`config.mk`:
```
export PLATFORM = sky130hd
export DESIGN_NAME = entry_controller_flat
export DESIGN_NICKNAME = d
export VERILOG_FILES = /design/src/rtl/entry_controller_pkg.sv /design/src/rtl/entry_controller_if.sv /design/src/rtl/entry_controller_key_debouncer.sv /design/src/rtl/entry_controller.sv /design/src/flat_wrapper.sv
export SDC_FILE = /design/constraint.sdc
export NUM_CORES = 1
export LEC_CHECK = 0
export BUFFER_PORTS_ARGS = -buffer_cell sky130_fd_sc_hd__buf_2
export CORE_ASPECT_RATIO = 0.6
export CORE_UTILIZATION = 45
export CTS_CLUSTER_DIAMETER = 150
export CTS_CLUSTER_SIZE = 28
export DETAILED_ROUTE_END_ITERATION = 8
export PLACE_DENSITY = 0.68
export SLEW_MARGIN = 20
export SYNTH_ARGS = -nofsm -noshare
export SYNTH_HDL_FRONTEND = slang
export SYNTH_SLANG_ARGS = --single-unit
```
`constraint.sdc`:
```
create_clock -name clock -period 2.4 [get_ports clock]
set_input_delay 0.12 -clock clock [delete_from_list [all_inputs] [get_ports clock]]
set_output_delay 0.12 -clock clock [all_outputs]
set_load 0.1 [all_outputs]
```
`src/rtl/entry_controller_pkg.sv`:
```
// ============================================================================
// Module : entry_controller_pkg
// Brief  : Key codes, ALU op encoding and FSM state type for the entry
//          controller slice.
// Rev    : 1.0 - initial release
// ============================================================================
`default_nettype none

package entry_controller_pkg;

  localparam logic [3:0] C_KEY_MAX_DIGIT = 4'h9;
  localparam logic [3:0] C_KEY_ADD       = 4'hA;
  localparam logic [3:0] C_KEY_SUB       = 4'hB;
  localparam logic [3:0] C_KEY_MUL       = 4'hC;
  localparam logic [3:0] C_KEY_DIV       = 4'hD;
  localparam logic [3:0] C_KEY_EQ        = 4'hE;
  localparam logic [3:0] C_KEY_CLR       = 4'hF;

  typedef enum logic [1:0] {
    OP_ADD = 2'b00,
    OP_SUB = 2'b01,
    OP_MUL = 2'b10,
    OP_DIV = 2'b11
  } op_e;

  typedef enum logic [2:0] {
    S_A     = 3'd0,
    S_OP    = 3'd1,
    S_B     = 3'd2,
    S_START = 3'd3,
    S_WAIT  = 3'd4,
    S_SHOW  = 3'd5
  } state_e;

  function automatic logic is_digit(input logic [3:0] k);
    return k <= C_KEY_MAX_DIGIT;
  endfunction

  function automatic logic is_operator(input logic [3:0] k);
    return (k >= C_KEY_ADD) && (k <= C_KEY_DIV);
  endfunction

  // A..D map onto 00..11; subtracting 2 from the low bits does the remap.
  function automatic op_e key_to_op(input logic [3:0] k);
    return op_e'(k[1:0] - 2'd2);
  endfunction

endpackage

`default_nettype wire

```
`src/rtl/entry_controller_if.sv`:
```
// ============================================================================
// Module : entry_controller_if
// Brief  : Operand/start/done handshake between entry controller and BCD ALU.
// Rev    : 1.0 - initial release
// ============================================================================
`default_nettype none

interface entry_controller_if #(
  parameter int MAX_DIGITS = 4
) ();

  logic [4*MAX_DIGITS-1:0] operand_a;
  logic [4*MAX_DIGITS-1:0] operand_b;
  logic [1:0]              op;
  logic                    alu_start;
  logic                    alu_ready;
  logic                    alu_done;
  logic [4*MAX_DIGITS-1:0] alu_result;

  modport master (
    output operand_a, operand_b, op, alu_start,
    input  alu_ready, alu_done, alu_result
  );

  modport slave (
    input  operand_a, operand_b, op, alu_start,
    output alu_ready, alu_done, alu_result
  );

endinterface

`default_nettype wire

```
`src/rtl/entry_controller_key_debouncer.sv`:
```
// ============================================================================
// Module : key_debouncer
// Brief  : Per-scan-iteration debounce; one key_event per accepted press.
// Rev    : 1.0 - initial release
// ============================================================================
`default_nettype none

module key_debouncer #(
  parameter int DEBOUNCE_SCANS = 3
) (
  input  wire logic       clock,
  input  wire logic       reset,
  input  wire logic       tick,
  input  wire logic       valid,
  input  wire logic [3:0] key,
  output logic            key_event,
  output logic [3:0]      event_key
);

  localparam int              C_CNT_W = $clog2(DEBOUNCE_SCANS + 1);
  localparam logic [C_CNT_W-1:0] C_SCANS = C_CNT_W'(DEBOUNCE_SCANS);

  logic               r_pressed;
  logic [C_CNT_W-1:0] r_cnt;
  logic [3:0]         r_cand_key;
  logic               r_event;
  logic [C_CNT_W-1:0] w_press_cnt;
  logic [C_CNT_W-1:0] w_rel_cnt;

  // A different key than the candidate restarts the press count at 1.
  always_comb begin
    w_press_cnt = C_CNT_W'(1);
    if ((r_cnt != '0) && (key == r_cand_key))
      w_press_cnt = r_cnt + C_CNT_W'(1);
    w_rel_cnt = r_cnt + C_CNT_W'(1);
  end

  always_ff @(posedge clock) begin
    if (reset) begin
      r_pressed  <= 1'b0;
      r_cnt      <= '0;
      r_cand_key <= 4'h0;
      r_event    <= 1'b0;
    end else begin
      r_event <= 1'b0;
      if (tick) begin
        if (!r_pressed) begin
          if (valid) begin
            r_cand_key <= key;
            if (w_press_cnt >= C_SCANS) begin
              r_event   <= 1'b1;
              r_pressed <= 1'b1;
              r_cnt     <= '0;
            end else begin
              r_cnt <= w_press_cnt;
            end
          end else begin
            r_cnt <= '0;
          end
        end else begin
          if (!valid) begin
            if (w_rel_cnt >= C_SCANS) begin
              r_pressed <= 1'b0;
              r_cnt     <= '0;
            end else begin
              r_cnt <= w_rel_cnt;
            end
          end else begin
            r_cnt <= '0;
          end
        end
      end
    end
  end

  assign key_event = r_event;
  assign event_key = r_cand_key;

endmodule

`default_nettype wire

```
`src/rtl/entry_controller.sv`:
```
// ============================================================================
// Module : entry_controller
// Brief  : Keypad calculator entry FSM driving a BCD ALU handshake.
//          Optional ENTRY_OVERFLOW_ERR_EN adds a sticky digit-overflow error.
// Rev    : 1.0 - initial release
// ============================================================================
`default_nettype none

module entry_controller
  import entry_controller_pkg::*;
#(
  parameter int DEBOUNCE_SCANS = 3,
  parameter int MAX_DIGITS     = 4
) (
  input  wire logic                    clock,
  input  wire logic                    reset,
  input  wire logic                    iteration_tick,
  input  wire logic                    valid_iteration,
  input  wire logic [3:0]              key,
  entry_controller_if.master           alu,
  output logic [4*MAX_DIGITS-1:0]      display,
`ifdef ENTRY_OVERFLOW_ERR_EN
  output logic                         error,
`endif
  output logic                         busy
);

  localparam int                 C_W     = 4 * MAX_DIGITS;
  localparam int                 C_DCW   = $clog2(MAX_DIGITS + 1);
  localparam logic [C_DCW-1:0]   C_MAXD  = C_DCW'(MAX_DIGITS);

  logic             w_key_event;
  logic [3:0]       w_event_key;

  state_e           r_state,   w_state_nx;
  logic [C_W-1:0]   r_opa,     w_opa_nx;
  logic [C_W-1:0]   r_opb,     w_opb_nx;
  op_e              r_op,      w_op_nx;
  logic [C_DCW-1:0] r_cnt_a,   w_cnt_a_nx;
  logic [C_DCW-1:0] r_cnt_b,   w_cnt_b_nx;
  logic [C_W-1:0]   r_display, w_display_nx;
  logic             w_key_ok;
  logic             w_locked;
  logic [C_W-1:0]   w_digit;
`ifdef ENTRY_OVERFLOW_ERR_EN
  logic             r_err, w_err_nx;
`endif

  key_debouncer #(
    .DEBOUNCE_SCANS(DEBOUNCE_SCANS)
  ) u_key_debouncer (
    .clock     (clock),
    .reset     (reset),
    .tick      (iteration_tick),
    .valid     (valid_iteration),
    .key       (key),
    .key_event (w_key_event),
    .event_key (w_event_key)
  );

  always_ff @(posedge clock) begin
    if (reset) begin
      r_state   <= S_A;
      r_opa     <= '0;
      r_opb     <= '0;
      r_op      <= OP_ADD;
      r_cnt_a   <= '0;
      r_cnt_b   <= '0;
      r_display <= '0;
`ifdef ENTRY_OVERFLOW_ERR_EN
      r_err     <= 1'b0;
`endif
    end else begin
      r_state   <= w_state_nx;
      r_opa     <= w_opa_nx;
      r_opb     <= w_opb_nx;
      r_op      <= w_op_nx;
      r_cnt_a   <= w_cnt_a_nx;
      r_cnt_b   <= w_cnt_b_nx;
      r_display <= w_display_nx;
`ifdef ENTRY_OVERFLOW_ERR_EN
      r_err     <= w_err_nx;
`endif
    end
  end

  always_comb begin
    w_state_nx   = r_state;
    w_opa_nx     = r_opa;
    w_opb_nx     = r_opb;
    w_op_nx      = r_op;
    w_cnt_a_nx   = r_cnt_a;
    w_cnt_b_nx   = r_cnt_b;
    w_display_nx = r_display;
`ifdef ENTRY_OVERFLOW_ERR_EN
    w_err_nx     = r_err;
    w_locked     = r_err;
`else
    w_locked     = 1'b0;
`endif
    w_digit  = C_W'(w_event_key);
    // A completing ALU result wins over a simultaneous key press.
    w_key_ok = w_key_event && !((r_state == S_WAIT) && alu.alu_done);

    if (w_key_ok && (w_event_key == C_KEY_CLR)) begin
      w_state_nx   = S_A;
      w_opa_nx     = '0;
      w_opb_nx     = '0;
      w_op_nx      = OP_ADD;
      w_cnt_a_nx   = '0;
      w_cnt_b_nx   = '0;
      w_display_nx = '0;
`ifdef ENTRY_OVERFLOW_ERR_EN
      w_err_nx     = 1'b0;
`endif
    end else begin
      case (r_state)
        S_A: begin
          if (w_key_ok && !w_locked) begin
            if (is_digit(w_event_key)) begin
              if (r_cnt_a < C_MAXD) begin
                w_opa_nx   = (r_opa << 4) | w_digit;
                w_cnt_a_nx = r_cnt_a + C_DCW'(1);
              end else begin
`ifdef ENTRY_OVERFLOW_ERR_EN
                w_err_nx = 1'b1;
`endif
              end
            end else if (is_operator(w_event_key)) begin
              w_op_nx    = key_to_op(w_event_key);
              w_state_nx = S_OP;
            end
          end
        end
        S_OP: begin
          if (w_key_ok && !w_locked) begin
            if (is_digit(w_event_key)) begin
              w_opb_nx   = w_digit;
              w_cnt_b_nx = C_DCW'(1);
              w_state_nx = S_B;
            end else if (is_operator(w_event_key)) begin
              w_op_nx = key_to_op(w_event_key);
            end
          end
        end
        S_B: begin
          if (w_key_ok && !w_locked) begin
            if (is_digit(w_event_key)) begin
              if (r_cnt_b < C_MAXD) begin
                w_opb_nx   = (r_opb << 4) | w_digit;
                w_cnt_b_nx = r_cnt_b + C_DCW'(1);
              end else begin
`ifdef ENTRY_OVERFLOW_ERR_EN
                w_err_nx = 1'b1;
`endif
              end
            end else if (w_event_key == C_KEY_EQ) begin
              w_state_nx = S_START;
            end
          end
        end
        S_START: begin
          if (alu.alu_ready)
            w_state_nx = S_WAIT;
        end
        S_WAIT: begin
          if (alu.alu_done) begin
            w_display_nx = alu.alu_result;
            w_state_nx   = S_SHOW;
          end
        end
        S_SHOW: begin
          if (w_key_ok && !w_locked) begin
            if (is_digit(w_event_key)) begin
              w_opa_nx   = w_digit;
              w_opb_nx   = '0;
              w_cnt_a_nx = C_DCW'(1);
              w_cnt_b_nx = '0;
              w_state_nx = S_A;
            end else if (is_operator(w_event_key)) begin
              // The shown result becomes the left operand of a chained op.
              w_opa_nx   = r_display;
              w_cnt_a_nx = C_MAXD;
              w_op_nx    = key_to_op(w_event_key);
              w_state_nx = S_OP;
            end
          end
        end
        default: w_state_nx = S_A;
      endcase

      case (w_state_nx)
        S_A, S_OP: w_display_nx = w_opa_nx;
        S_B:       w_display_nx = w_opb_nx;
        default:   ;
      endcase
    end
  end

  assign alu.operand_a = r_opa;
  assign alu.operand_b = r_opb;
  assign alu.op        = r_op;
  assign alu.alu_start = (r_state == S_START);
  assign busy          = (r_state == S_START) || (r_state == S_WAIT);
  assign display       = r_display;
`ifdef ENTRY_OVERFLOW_ERR_EN
  assign error         = r_err;
`endif

endmodule

`default_nettype wire

```
`src/flat_wrapper.sv`:
```
// flat-port wrapper written by rule: the top's interface ports become plain ports
module entry_controller_flat import entry_controller_pkg::*;
#(
  parameter int DEBOUNCE_SCANS = 3,
  parameter int MAX_DIGITS     = 4
)
  (clock, reset, iteration_tick, valid_iteration, key, display, busy, alu_operand_a, alu_operand_b, alu_op, alu_alu_start, alu_alu_ready, alu_alu_done, alu_alu_result);
  entry_controller_if #(.MAX_DIGITS(MAX_DIGITS)) alu_i ();
  input  wire logic clock;
  input  wire logic reset;
  input  wire logic iteration_tick;
  input  wire logic valid_iteration;
  input  wire logic [3:0] key;
  output logic [4*MAX_DIGITS-1:0] display;
  output logic busy;
  output wire logic [$bits(alu_i.operand_a)-1:0] alu_operand_a;
  output wire logic [$bits(alu_i.operand_b)-1:0] alu_operand_b;
  output wire logic [$bits(alu_i.op)-1:0] alu_op;
  output wire logic [$bits(alu_i.alu_start)-1:0] alu_alu_start;
  input wire logic [$bits(alu_i.alu_ready)-1:0] alu_alu_ready;
  input wire logic [$bits(alu_i.alu_done)-1:0] alu_alu_done;
  input wire logic [$bits(alu_i.alu_result)-1:0] alu_alu_result;
  assign alu_operand_a = alu_i.operand_a;
  assign alu_operand_b = alu_i.operand_b;
  assign alu_op = alu_i.op;
  assign alu_alu_start = alu_i.alu_start;
  assign alu_i.alu_ready = alu_alu_ready;
  assign alu_i.alu_done = alu_alu_done;
  assign alu_i.alu_result = alu_alu_result;
  entry_controller #(.DEBOUNCE_SCANS(DEBOUNCE_SCANS), .MAX_DIGITS(MAX_DIGITS)) u_core (.clock(clock), .reset(reset), .iteration_tick(iteration_tick), .valid_iteration(valid_iteration), .key(key), .alu(alu_i), .display(display), .busy(busy));
endmodule
```
Word-level counts from Yosys, hierarchy flattened:

Index checks and enable logic that the tools add are counted.

* flip-flop bits (word level): 67
* bits in latches: 0
* RAM bits: 0
* memory bits (read-only): 0
* output and inout port bits: 52
* word-level logic and storage cells: 129
* memories kept: 0

* add/subtract/negate cells: 4
* multiply operators: 0
* div/mod/pow operators: 0
* order comparisons: 7
* equal/unequal tests: 21
* shift operators: 0
* mux-type cells: 58
* bitwise logic cells: 5
* reduce and logical (&&, ||, !) cells: 23

Operators by type and width (count)
* two-way mux 16 bit: 15
* two-way mux 3 bit: 26
* one-hot mux 16 bit (2 select lines): 2
* one-hot mux 16 bit (3 select lines): 1
* bitwise OR 16 x 4 -> 16 bit: 2
* inequality test 2 x 1 -> 1 bit (second input constant): 10
* one-hot mux 3 bit (6 select lines): 1
* two-way mux 2 bit: 6
* equality test 3 x 2 -> 1 bit (second input constant): 3
* one-hot mux 3 bit (3 select lines): 1
* nonzero test 3 bit: 3
* equality test 4 bit (second input constant): 2
* <= comparator 4 bit (second input constant): 2
* AND reduction 8 bit: 1
* adder 3 x 1 -> 3 bit (second input constant): 2
* equality test 3 x 1 -> 1 bit (second input constant): 2
* equality test 3 bit (second input constant): 2
* logical NOT 3 bit: 2
* less-than comparator 3 bit (second input constant): 2
* one-hot mux 3 bit (2 select lines): 1
* AND reduction 6 bit: 1
* OR reduction 3 bit: 2
* logical AND 1 bit: 5
* two-way mux 1 bit: 5
* 14 further kinds: 19

Longest topological paths before layout:

* word-level depth: 11
* depth in mapped cells: 10
* gate-level depth less buffers: 7

Modules after synthesis:

A second synthesis with hierarchy kept.

* cell total of the unflattened synthesis: 425
* area, all modules: 3567.2 sq um

Modules (own cells, without submodules)
* entry_controller: times used 1, cells an instance 376, area an instance 3105.5 sq um
* key_debouncer: times used 1, cells an instance 49, area an instance 461.7 sq um

Worst setup path after synthesis:

No wires, ideal clock.

* path type: register to output
* start point: register u_core.r_state[2]
* end point: output busy
* data arrival time: 3.005 ns
* data required time: 2.280 ns
* setup slack: -0.725 ns
* stages on the path, launching flop included: 6
* buffers on the path: 2
* cells stage by stage: dfxtp_1 buf_2 buf_2 and2b_1 inv_1 o21ai_0

* longest elaborated chain between the ends: 2

RTL lines
* from (decl): line entry_controller.sv:35 `state_e r_state, w_state_nx;`
* from (signal assigned): line entry_controller.sv:74 `r_state <= w_state_nx;`
* equality test 3 x 2 -> 1 bit or equality test 3 bit (tied branches): line entry_controller.sv:204 `assign busy = (r_state == S_START) || (r_state == S_WAIT);`
* logical OR 1 bit *: line entry_controller.sv:204
* to (decl): line flat_wrapper.sv:15 `output logic busy;`

Mark *: on every way between the ends. The rest lies on a longest branch, timed or not.

Worst setup path after layout:

* start point: register u_core.r_state[2]
* end point: register u_core.r_display[1] (netlist: u_core.display[1])

* longest elaborated chain between the ends: 11

RTL lines
* equality test 3 bit: line entry_controller.sv:103, entry_controller.sv:117
* logical AND 1 bit: line entry_controller.sv:103 `w_key_ok = w_key_event && !((r_state == S_WAIT) && alu.alu_done);`
* logical NOT 1 bit: line entry_controller.sv:103
* logical AND 1 bit: line entry_controller.sv:103
* two-way mux 3 bit (on tied branches)
* one-hot mux 3 bit (6 select lines): line entry_controller.sv:117 `case (r_state)`
* two-way mux 3 bit: line entry_controller.sv:105 `if (w_key_ok && (w_event_key == C_KEY_CLR)) begin`
* equality test 3 x 1 -> 1 bit or logical NOT 3 bit (tied branches): line entry_controller.sv:192 `case (w_state_nx)`
* OR reduction 2 bit: line entry_controller.sv:192
* nonzero test 3 bit (no line)
* AND reduction 2 bit (no line)
* to (signal assigned): line entry_controller.sv:80 `r_display <= w_display_nx;`
* to (decl): line entry_controller.sv:41 `logic [C_W-1:0] r_display, w_display_nx;`

Several ways; a longest one is shown, not always the timed one. The select of a mux whose other input is x is not followed.
A chain may end at the register's enable or synchronous reset.

==> impl_metrics.toml <==
[drt]
firstDrtPassIters = 5
routed_wl_um = 13600
final_antenna_net_count = 0
detail_route.wl_per_cell_um = 20.3
remaining_drc_errors = 0
vias_per_cell = 6.21
vias = 4161
drt-initial-drc-count = 443

[finish]
area_delta_synth_final_pct = 26.9
post-route-util_pct = 60.0
fillers = 742
drive_gt1_share_pct = 26.9
fin_nets = 589
num_antenna_cells = 0

[yosys]
synth_compound_area_share_pct = 33.3
synth_enable_flop_cells = 0
syn_area_um2 = 3780
synthAdderAreaFrac_pct = 1.98
synthArstFlopShare_pct = 0
yosys.area.top_type_share_pct = 35.4
muxShareOfSynthArea_pct = 0.529
yosys-top-cells-count = "dfxtp_1, nor2_1, o21ai_0, a21oi_1, nand2_1"
synth.most_common_cell = "dfxtp_1"
synth-seq-area-share_pct = 35.4
yosys-top-cells-area = "dfxtp_1, o21ai_0, nor2_1, o21a_1, o221ai_1"
synth_top_family_by_area = "compound AO/OA/AOI/OAI gates"
synth_xor_area_share_pct = 1.16
yosysWarningCount = 0
synthSimpleGateAreaFrac_pct = 20.0
synth-seq-cells = 67
synth_top_area_cell = "dfxtp_1"
synth_ff_type = "dfxtp_1"
synth.net_count = 503
ys_types = 65
synthCells = 471
synth.avg_cell_area_um2 = 8.04

[die]
io_pins = 78
start_util_pct = 47.3
rows = 25
die_x_um = 120
die_h_um = 73.0
core-area_um2 = 8010
design.die.area_um2 = 8790

[power]
p_seq_share_pct = 40.5
combPwrFrac_pct = 4.4
p_int_mw = 2.18
max-vdd-ir-drop_mv = 0.375
power_frac_clock_pct = 55.1
p_sw_share_pct = 21.5
p_leak_nw = 1.98
p_sw_mw = 0.598
pwr_density_cell_nw_per_um2 = 578

[timing]
timing.setup.tns_ps = 0
post-route-min-period_ps = 2290
grt_setup_unrepaired = "false"
worstMarginPinSlew_ps = 538
fmax_mhz = 436
fin_skew_ps = 4.72
post-route-period-util_pct = 95.6
max-slew-margin-rel_pct = 64.0
hold_violations = 0
setup_viol = 0
slew_violations = 0

[cts]
clock_latency_ps = 340
clk_pin_slew_worst_paths_ps = 60
post_cts_resize_count = 0
cts_tree = "done"
htree_num_levels = 3
hold_buffers = 0
cts_inserted_buffers = 9
cts_root_buf = "clkbuf_16"
cts.path.max_buffers = 2
clock_sinks = 67
cts_setup_buffers = 0

[place]
gp_congestion = 0.971
numPortBuffers = 77
hpwl_um = 10100

[setup_path]
reg2reg_slack_ps = 110
crit_required_ps = 2610
crit_family = "simple AND/OR/NAND/NOR gates"
slowest_stage = "or4b_2"
r2r_end = "u_core.display[1]"
worst_setup_path_start_kind = "register"
critical_path.cell_chain = "buf_4 > or4b_2 > nor3_4 > o2bb2ai_1 > a211o_1 > o221ai_1 > a211oi_1"
critPathLaunch = "u_core.r_state[2]"
r2r-start = "u_core.r_state[2]"
cp_num_buf_inv = 1
crit_fanout = 6
worstSetupPathType = "reg2reg"
endpoint_kind = "register"
cp.arrival_ps = 2500
worst_path_largest_cell_delay_ps = 670
ff2ff_path_depth = 7

[hold_path]
hold_path_end = "u_core.r_state[2]"
worstHoldStart = "alu_alu_ready"
hold_path_class = "in2reg"
whs_path_depth = 3

[global_route]
grt_pass1_vias = 3636
grt_overflow = 0
antenna_found_initial = 0
grt_pass1_wl_um = 20700
grt_max_degree = 22
gr-usage-all-layers_pct = 31.8

[outcome]
status = "finished, final reports clean"

[job]
cap_violations = 0
==> routing by layer <==
layer | share of wire (%) | GRT usage, %
met4 | 0.93 | 6.72
met2 | 37 | 41.1
met3 | 14 | 14.1
met5 | 0 | 0
met1 | 48 | 47.1
==> area by class of cell <==
| type | count | area [um^2] | area share [%] |
|---|---|---|---|
| clock buffer | 9 | 225 | 4.69 |
| tap | 108 | 135 | 2.81 |
| timing repair buffer | 117 | 723 | 15.1 |
| clock inverter | 7 | 116 | 2.42 |
| inverter | 22 | 82.6 | 1.72 |
| multi-input combinational | 340 | 2180 | 45.3 |
| sequential | 67 | 1340 | 28.0 |
==> worst reg2reg max path, cell delays in order (launching register included) <==
cell       delay, ps
dfxtp_1          350
buf_4            170
or4b_2           670
nor3_4           160
o2bb2ai_1         90
a211o_1          330
o221ai_1         280
a211oi_1         120
==> kinds of logic after synthesis <==
group,Yosys count
AO/OA/AOI/OAI,177
AND/OR/NAND/NOR,150
flip-flops,67
buffers and inverters,64
adder cells (fa/ha/maj),6
XOR/XNOR,5
multiplexers,2
==> layout by cell type, fill, tap and decap left out, drive strengths merged, types with 7 or more instances in the layout <==
master,Yosys,routed
a211oi,12,12
o21a,21,21
dfxtp,67,67
nor3,17,17
a21oi,30,30
o221ai,18,18
nor2,44,44
buf,21,117
nand2,29,29
o21ai,40,40
nand3,19,19
inv,22,22
clkbuf,21,9
a22oi,14,14
a31oi,7,7
==> through the flow <==
step	std cells	setup WS, ps	hold slack (ps)	total power, mW	cell area [um^2]
2_1_floorplan	471	31.3	260	1.21	3780
3_3_place_gp	654	51.9	405	1.26	4440
3_5_place_dp	654	36.9	403	1.27	4440
4_1_cts	670	10.7	53.9	2.78	4790
5_1_grt	670	7.13	72.2	2.84	4800
6_report	670	106	58.1	2.77	4800
==> power by group through the flow <==
stage | clock [mW] | combinational [mW] | sequential, mW
6_report | 1.53 | 0.122 | 1.12
5_1_grt | 1.59 | 0.134 | 1.12
4_1_cts | 1.54 | 0.120 | 1.12
3_5_place_dp | 0 | 0.119 | 1.15
3_3_place_gp | 0 | 0.118 | 1.15
2_1_floorplan | 0 | 0.0661 | 1.14
==> flip-flops by register name (all words and copies together) (netlist names) <==
register and cells:
u_core.r_cnt_a 3, u_core.alu.operand_a 16, u_core.u_key_debouncer.r_pressed 1, u_core.r_state 3, u_core.alu.operand_b 16, u_core.u_key_debouncer.key_event 1
u_core.display 16, u_core.u_key_debouncer.r_cnt 2, u_core.u_key_debouncer.event_key 4, u_core.r_cnt_b 3, u_core.alu.op 2
==> worst max-delay path by stage <==
stage / to / cells past startpoint
CTS: u_core.display[1] / 7
global placement: u_core.display[1] / 7
finish: u_core.display[1] / 7
detailed placement: u_core.display[1] / 7
floorplan: busy / 5
global route: u_core.display[13] / 8
Power figures use the tool's default switching activity.
